**src/rtl/data_cache_assoc.sv**
```systemverilog
// data_cache_assoc
// Set-associative, write-back, write-allocate data cache between the CPU
// datapath and a block-wide data memory. It uses LRU replacement, has an
// explicit flush sequence and keeps saturating hit/miss counters.
//
// Ports
//   clk, reset            : single clock; synchronous active-high reset
//   read, write           : CPU request (both high is treated as a write)
//   address, writedata    : CPU address {tag, index, offset} and store data
//   readdata, busywait    : CPU load data (combinational on a hit) and stall
//   flush, flush_done     : flush request (hold until accepted) and a
//                           one-cycle completion pulse
//   mem_read, mem_write   : block fetch / write-back requests
//   mem_address           : block address {tag, index}
//   mem_writedata         : victim block, word 0 in the LSBs
//   mem_readdata          : fetched block
//   mem_busywait          : memory stall
//   hit_count, miss_count : saturating request counters
module data_cache_assoc #(
    parameter int DATA_W = 8,
    parameter int ADDR_W = 8,
    parameter int WORDS  = 4,
    parameter int SETS   = 8,
    parameter int WAYS   = 2,
    parameter int CNT_W  = 16
) (
    input  logic                            clk,
    input  logic                            reset,
    input  logic                            read,
    input  logic                            write,
    input  logic [ADDR_W-1:0]               address,
    input  logic [DATA_W-1:0]               writedata,
    output logic [DATA_W-1:0]               readdata,
    output logic                            busywait,
    input  logic                            flush,
    output logic                            flush_done,
    output logic                            mem_read,
    output logic                            mem_write,
    output logic [ADDR_W-$clog2(WORDS)-1:0] mem_address,
    output logic [DATA_W*WORDS-1:0]         mem_writedata,
    input  logic [DATA_W*WORDS-1:0]         mem_readdata,
    input  logic                            mem_busywait,
    output logic [CNT_W-1:0]                hit_count,
    output logic [CNT_W-1:0]                miss_count
);
    localparam int OFF_W  = $clog2(WORDS);
    localparam int IDX_W  = $clog2(SETS);
    localparam int TAG_W  = ADDR_W - IDX_W - OFF_W;
    localparam int WAY_W  = (WAYS > 1) ? $clog2(WAYS) : 1;
    localparam int BLK_W  = DATA_W * WORDS;
    localparam int AGES_W = WAYS * WAY_W;

    localparam logic [2:0] S_IDLE       = 3'd0;
    localparam logic [2:0] S_WRITEBACK  = 3'd1;
    localparam logic [2:0] S_ALLOCATE   = 3'd2;
    localparam logic [2:0] S_UPDATE     = 3'd3;
    localparam logic [2:0] S_FLUSH_SCAN = 3'd4;
    localparam logic [2:0] S_FLUSH_WB   = 3'd5;

    // Reset ages: way w starts with age w, so way WAYS-1 is the first LRU victim.
    function automatic logic [AGES_W-1:0] init_ages();
        logic [AGES_W-1:0] ages;
        ages = '0;
        for (int w = 0; w < WAYS; w++) begin
            ages[w*WAY_W +: WAY_W] = WAY_W'(w);
        end
        return ages;
    endfunction

    localparam logic [AGES_W-1:0] AGES_RST = init_ages();

    // Touch a way: it becomes age 0 and every way younger than its old age ages by one.
    function automatic logic [AGES_W-1:0] lru_touch(input logic [AGES_W-1:0] ages,
                                                    input logic [WAY_W-1:0]  way);
        logic [AGES_W-1:0] next_ages;
        logic [WAY_W-1:0]  old_age;
        next_ages = ages;
        old_age   = ages[way*WAY_W +: WAY_W];
        for (int w = 0; w < WAYS; w++) begin
            if (WAY_W'(w) == way) begin
                next_ages[w*WAY_W +: WAY_W] = '0;
            end else if (ages[w*WAY_W +: WAY_W] < old_age) begin
                next_ages[w*WAY_W +: WAY_W] = ages[w*WAY_W +: WAY_W] + WAY_W'(1);
            end else begin
                next_ages[w*WAY_W +: WAY_W] = ages[w*WAY_W +: WAY_W];
            end
        end
        return next_ages;
    endfunction

    logic              valid_r [SETS][WAYS];
    logic              dirty_r [SETS][WAYS];
    logic [TAG_W-1:0]  tag_r   [SETS][WAYS];
    logic [BLK_W-1:0]  data_r  [SETS][WAYS];
    logic [AGES_W-1:0] age_r   [SETS];

    logic [2:0]        state_r;
    logic [WAY_W-1:0]  victim_r;
    logic [BLK_W-1:0]  fill_r;
    logic              retry_r;
    logic [IDX_W-1:0]  scan_set_r;
    logic [WAY_W-1:0]  scan_way_r;
    logic              scan_end_r;
    logic [CNT_W-1:0]  hit_cnt_r;
    logic [CNT_W-1:0]  miss_cnt_r;

    logic [TAG_W-1:0]  tag_s;
    logic [IDX_W-1:0]  idx_s;
    logic [OFF_W-1:0]  off_s;
    logic              req_s;
    logic [WAYS-1:0]   hit_vec_s;
    logic              hit_s;
    logic [WAY_W-1:0]  hit_way_s;
    logic [WAY_W-1:0]  old_way_s;
    logic [WAY_W-1:0]  victim_s;
    logic [DATA_W-1:0] hit_word_s;
    logic              last_line_s;

    assign tag_s       = address[ADDR_W-1 -: TAG_W];
    assign idx_s       = address[OFF_W +: IDX_W];
    assign off_s       = address[OFF_W-1:0];
    assign req_s       = read | write;
    assign hit_s       = |hit_vec_s;
    assign hit_word_s  = data_r[idx_s][hit_way_s][off_s*DATA_W +: DATA_W];
    assign last_line_s = (scan_set_r == IDX_W'(SETS-1)) && (scan_way_r == WAY_W'(WAYS-1));
    assign hit_count   = hit_cnt_r;
    assign miss_count  = miss_cnt_r;

    // Tag lookup and victim choice for the indexed set; at most one way can hit
    // and exactly one way holds the oldest age, so both encode by OR.
    always_comb begin
        hit_vec_s = '0;
        hit_way_s = '0;
        old_way_s = '0;
        for (int w = 0; w < WAYS; w++) begin
            hit_vec_s[w] = valid_r[idx_s][w] && (tag_r[idx_s][w] == tag_s);
            hit_way_s    = hit_way_s | (hit_vec_s[w] ? WAY_W'(w) : '0);
            old_way_s    = old_way_s |
                ((age_r[idx_s][w*WAY_W +: WAY_W] == WAY_W'(WAYS-1)) ? WAY_W'(w) : '0);
        end
        victim_s = old_way_s;
        // Descending walk leaves the lowest-index invalid way, if any, as victim.
        for (int w = WAYS-1; w >= 0; w--) begin
            victim_s = valid_r[idx_s][w] ? victim_s : WAY_W'(w);
        end
    end

    // CPU and memory side outputs decoded from the state.
    always_comb begin
        readdata      = '0;
        busywait      = 1'b1;
        flush_done    = 1'b0;
        mem_read      = 1'b0;
        mem_write     = 1'b0;
        mem_address   = '0;
        mem_writedata = '0;
        case (state_r)
            S_IDLE: begin
                busywait = req_s & ~hit_s;
                readdata = (read & ~write & hit_s) ? hit_word_s : '0;
            end
            S_WRITEBACK: begin
                mem_write     = 1'b1;
                mem_address   = {tag_r[idx_s][victim_r], idx_s};
                mem_writedata = data_r[idx_s][victim_r];
            end
            S_ALLOCATE: begin
                mem_read    = 1'b1;
                mem_address = address[ADDR_W-1:OFF_W];
            end
            S_FLUSH_SCAN: begin
                flush_done = scan_end_r;
            end
            S_FLUSH_WB: begin
                mem_write     = 1'b1;
                mem_address   = {tag_r[scan_set_r][scan_way_r], scan_set_r};
                mem_writedata = data_r[scan_set_r][scan_way_r];
            end
            default: begin
                busywait = 1'b1;
            end
        endcase
    end

    // Controller, line storage, LRU ages, flush scan pointer and counters.
    always_ff @(posedge clk) begin
        if (reset) begin
            state_r    <= S_IDLE;
            victim_r   <= '0;
            fill_r     <= '0;
            retry_r    <= 1'b0;
            scan_set_r <= '0;
            scan_way_r <= '0;
            scan_end_r <= 1'b0;
            hit_cnt_r  <= '0;
            miss_cnt_r <= '0;
            for (int s = 0; s < SETS; s++) begin
                age_r[s] <= AGES_RST;
                for (int w = 0; w < WAYS; w++) begin
                    valid_r[s][w] <= 1'b0;
                    dirty_r[s][w] <= 1'b0;
                end
            end
        end else begin
            case (state_r)
                S_IDLE: begin
                    retry_r <= 1'b0;
                    if (req_s && hit_s) begin
                        if (write) begin
                            data_r[idx_s][hit_way_s][off_s*DATA_W +: DATA_W] <= writedata;
                            dirty_r[idx_s][hit_way_s] <= 1'b1;
                        end
                        age_r[idx_s] <= lru_touch(age_r[idx_s], hit_way_s);
                        // The hit that follows a refill belongs to an already counted miss.
                        if (!retry_r && (hit_cnt_r != {CNT_W{1'b1}})) begin
                            hit_cnt_r <= hit_cnt_r + CNT_W'(1);
                        end
                    end else if (req_s) begin
                        if (miss_cnt_r != {CNT_W{1'b1}}) begin
                            miss_cnt_r <= miss_cnt_r + CNT_W'(1);
                        end
                        victim_r <= victim_s;
                        state_r  <= (valid_r[idx_s][victim_s] && dirty_r[idx_s][victim_s])
                                    ? S_WRITEBACK : S_ALLOCATE;
                    end else if (flush) begin
                        state_r    <= S_FLUSH_SCAN;
                        scan_set_r <= '0;
                        scan_way_r <= '0;
                        scan_end_r <= 1'b0;
                    end
                end
                S_WRITEBACK: begin
                    if (!mem_busywait) begin
                        state_r <= S_ALLOCATE;
                    end
                end
                S_ALLOCATE: begin
                    if (!mem_busywait) begin
                        fill_r  <= mem_readdata;
                        state_r <= S_UPDATE;
                    end
                end
                S_UPDATE: begin
                    data_r[idx_s][victim_r]  <= fill_r;
                    tag_r[idx_s][victim_r]   <= tag_s;
                    valid_r[idx_s][victim_r] <= 1'b1;
                    dirty_r[idx_s][victim_r] <= 1'b0;
                    age_r[idx_s]             <= lru_touch(age_r[idx_s], victim_r);
                    retry_r                  <= 1'b1;
                    state_r                  <= S_IDLE;
                end
                S_FLUSH_SCAN: begin
                    if (scan_end_r) begin
                        scan_end_r <= 1'b0;
                        state_r    <= S_IDLE;
                    end else if (valid_r[scan_set_r][scan_way_r] && dirty_r[scan_set_r][scan_way_r]) begin
                        state_r <= S_FLUSH_WB;
                    end else if (last_line_s) begin
                        scan_end_r <= 1'b1;
                    end else if (scan_way_r == WAY_W'(WAYS-1)) begin
                        scan_way_r <= '0;
                        scan_set_r <= scan_set_r + IDX_W'(1);
                    end else begin
                        scan_way_r <= scan_way_r + WAY_W'(1);
                    end
                end
                S_FLUSH_WB: begin
                    if (!mem_busywait) begin
                        dirty_r[scan_set_r][scan_way_r] <= 1'b0;
                        state_r                         <= S_FLUSH_SCAN;
                        if (last_line_s) begin
                            scan_end_r <= 1'b1;
                        end else if (scan_way_r == WAY_W'(WAYS-1)) begin
                            scan_way_r <= '0;
                            scan_set_r <= scan_set_r + IDX_W'(1);
                        end else begin
                            scan_way_r <= scan_way_r + WAY_W'(1);
                        end
                    end
                end
                default: begin
                    state_r <= S_IDLE;
                end
            endcase
        end
    end
endmodule

```
**config.mk**
```make
export PLATFORM = sky130hd
export DESIGN_NAME = data_cache_assoc
export DESIGN_NICKNAME = d
export VERILOG_FILES = /design/src/rtl/data_cache_assoc.sv
export SDC_FILE = /design/constraint.sdc
export NUM_CORES = 1
export LEC_CHECK = 0
export BUFFER_PORTS_ARGS = -buffer_cell sky130_fd_sc_hd__buf_2
export CAP_MARGIN = 30
export CORE_ASPECT_RATIO = 0.75
export CORE_UTILIZATION = 30
export CTS_CLUSTER_DIAMETER = 200
export CTS_CLUSTER_SIZE = 12
export DETAILED_ROUTE_END_ITERATION = 12
export GPL_ROUTABILITY_DRIVEN = 0
export PLACE_DENSITY_LB_ADDON = 0.08
export SYNTH_ARGS = -nofsm -noshare
export SYNTH_HDL_FRONTEND = slang
export SYNTH_SLANG_ARGS = --single-unit
```
**constraint.sdc**
```tcl
create_clock -name clk -period 12.1 [get_ports clk]
set_clock_uncertainty 0.1 [all_clocks]
set_input_delay 2.42 -clock clk [delete_from_list [all_inputs] [get_ports clk]]
set_output_delay 2.42 -clock clk [all_outputs]
set_load 0.05 [all_outputs]
```
==> results.ini <==
[clock_network]
postCtsSetupBuffers=0
cts_buffer_depth=3
cts_tree=built
htreeDepth=3
numCtsBuffers=67
clk_pin_slew_worst_paths_ns=0.06
cts.repair.resized=0
clock-sinks=685
cts_hold_buf=0
insertion_delay_ns=0.66
cts_root_buf=clkbuf_16

[timing]
slew_headroom=0.129
slew_violations=0
holdWs_ns=0.375
tightestPinTransition_ns=1.31
final.setup.tns_ns=0
hold_viol_final=0
rsz0062_at_grt=no
min_period_over_period=0.809
fmax_ghz=0.102
period_needed_ns=9.79
setup_viol=0

[route]
via_per_inst=5.87
first_pass_iters=6
routed_wl_um=135000
drcViolationCount=0
drt-initial-drc-count=2728
final_antenna_net_count=0
via_count=24200
drt-wirelength-per-cell_um=32.6

[synth]
synth_largest_type_area_fraction=0.535
synth_edf_count=592
ys_seq_area_frac=0.591
post-synth-top-count-cell=edfxtp_1
synth_warnings=0
async_reset_ff_frac=0
ys.flop_type=edfxtp_1
yosysUniqueCellTypes=84
synthTopCellsByArea=edfxtp_1 53%, mux4_2 13%, dfxtp_1 5.6%
synth_cells=2484
synth_seq_cells=685
synth_largest_area_cell=edfxtp_1
syn_area_per_cell_um2=13.4
synth_area_um2=33200
syn_nets=2547
synth_common_cells=592 x edfxtp_1, 249 x nand2_1, 230 x nor2_1

[setup_path]
cp_cell_sequence=buf_6 -> buf_4 -> nor2b_1 -> a221o_1 -> a222oi_1 -> or4_1 -> buf_4 -> mux4_2 -> a221oi_1 -> buf_2
path_max_fanout=59
crit_required_ns=9.58
critical_path_class=input port to output pin
path_common_cell=buf_4
critical-path-slowest-cell=a221oi_1
end_kind=output pin
worstPathArrival_ns=7.27
cp-start-kind=input port
slowest_delay_ns=0.92

[layout]
final_nets=2692
fill_cells=10700
syn2layout_area_growth_pct=14.5
layout-drive-gt1-share=0.227
final_core_util=0.347

[placed_design]
hpwl_um=89700
numPortBuffers=135

[run]
max_cap_viol_count=0

[global_routing]
grt_pass1_vias=23900
grt-ovfl-total=0
antenna_found_initial=11
grt_pass1_wl_um=189000
grt_util_all_layers=0.238
grt_max_degree=156

[die]
rows=105
die_h_um=290
die-area_um2=112000
die_x_um=386
core_um2=110000
io-pin-count=136
start_util=0.303

[worst_hold_path]
hold_class=flip-flop to flip-flop

[power]
max-vdd-ir-drop_uv=96.9
power_density_nw_per_um2=143
p_leak_nw=12.3
fin_total_pwr_mw=5.44

[status]
status=finished, final reports clean

-- metrics by stage --
stage / cells / area [um^2] / worst slack, ns
after floorplan: 2484 / 33200 / 3.37
after global placement: 3945 / 35600 / 2.46
after detailed placement: 3992 / 36000 / 2.38
after CTS: 4110 / 37900 / 2.37
after global routing: 4122 / 38000 / 2.14
final: 4124 / 38000 / 2.31
-- layout by cell type (no fill, tap or decap), drive strengths merged, types with 21 or more instances in the layout --
| cell | n |
|---|---|
| a211oi | 25 |
| a21oi | 126 |
| a221oi | 57 |
| a22o | 27 |
| a22oi | 134 |
| and3 | 21 |
| buf | 265 |
| clkbuf | 117 |
| dfxtp | 93 |
| edfxtp | 592 |
| inv | 24 |
| mux2 | 33 |
| mux2i | 67 |
| mux4 | 192 |
| nand2 | 249 |
| nand3 | 32 |
| nor2 | 231 |
| nor3 | 21 |
| o21ai | 126 |
-- path summary, 6_finish.rpt --
path,slack (ns),from,depth (start not counted),to
setup reg to reg,7.12,state_r[2]$_SDFFE_PP0P_,8,data_r[6][43]$_DFFE_PP_
setup / recovery,2.31,address[2],10,readdata[5]
hold / removal,0.37,fill_r[24]$_SDFFE_PP0P_,2,fill_r[24]$_SDFFE_PP0P_
hold reg to reg,0.37,fill_r[24]$_SDFFE_PP0P_,2,fill_r[24]$_SDFFE_PP0P_
-- cell type report --
cell class | instances | area [um^2] | area share
clock buffer | 110 | 1840 | 0.0483
antenna | 2 | 5.00 | 0.000132
inverter | 19 | 71.3 | 0.00187
sequential | 685 | 19700 | 0.517
tap | 1444 | 1810 | 0.0475
timing repair buffer | 272 | 1840 | 0.0484
clock inverter | 8 | 72.6 | 0.00191
multi-input combinational | 1584 | 12800 | 0.335
-- registers in the layout (all words and copies together) (netlist names), named ones only --
name        cells
dirty_r        16
state_r         3
tag_r          48
valid_r        16
scan_end_r      1
scan_set_r      3
victim_r        1
retry_r         1
fill_r         32
data_r        512
hit_count      16
miss_count     16
scan_way_r      1
age_r          16
-- worst max-delay path: cells and delay by family --
kind,cells,cell delay (ns)
buffers and inverters,4,1.84
AOI/OAI and AO/OA,3,1.85
muxes,1,0.54
and+or+nand+nor,2,0.51
-- metal layers --
layer / track usage / share of wire / up-vias
li1: - / - / 10100
met1: 0.358 / 0.46 / 12700
met2: 0.353 / 0.44 / 1162
met3: 0.0424 / 0.080 / 172
met4: 0.0596 / 0.023 / 4
met5: 0 / 0.00018 / -
-- logic make-up (layout without fill, tap and decap cells) --
logic type | Yosys count | count (layout) | share of synthesized area
mux | 292 | 292 | 0.162
xor+xnor | 18 | 18 | 0.00474
flops | 685 | 685 | 0.591
fa+ha+maj | 9 | 9 | 0.00339
buf+inv | 215 | 409 | 0.0271
other cells | 0 | 2 | 0
simple gates | 672 | 672 | 0.0911
compound gates | 593 | 593 | 0.121
-- power by group --
group	total [mW]	internal [mW]	switching, mW
clock network	1.99	1.04	0.943
logic	0.799	0.206	0.593
registers	2.66	2.60	0.0607
Note: power is estimated with default switching activity, not from simulation.
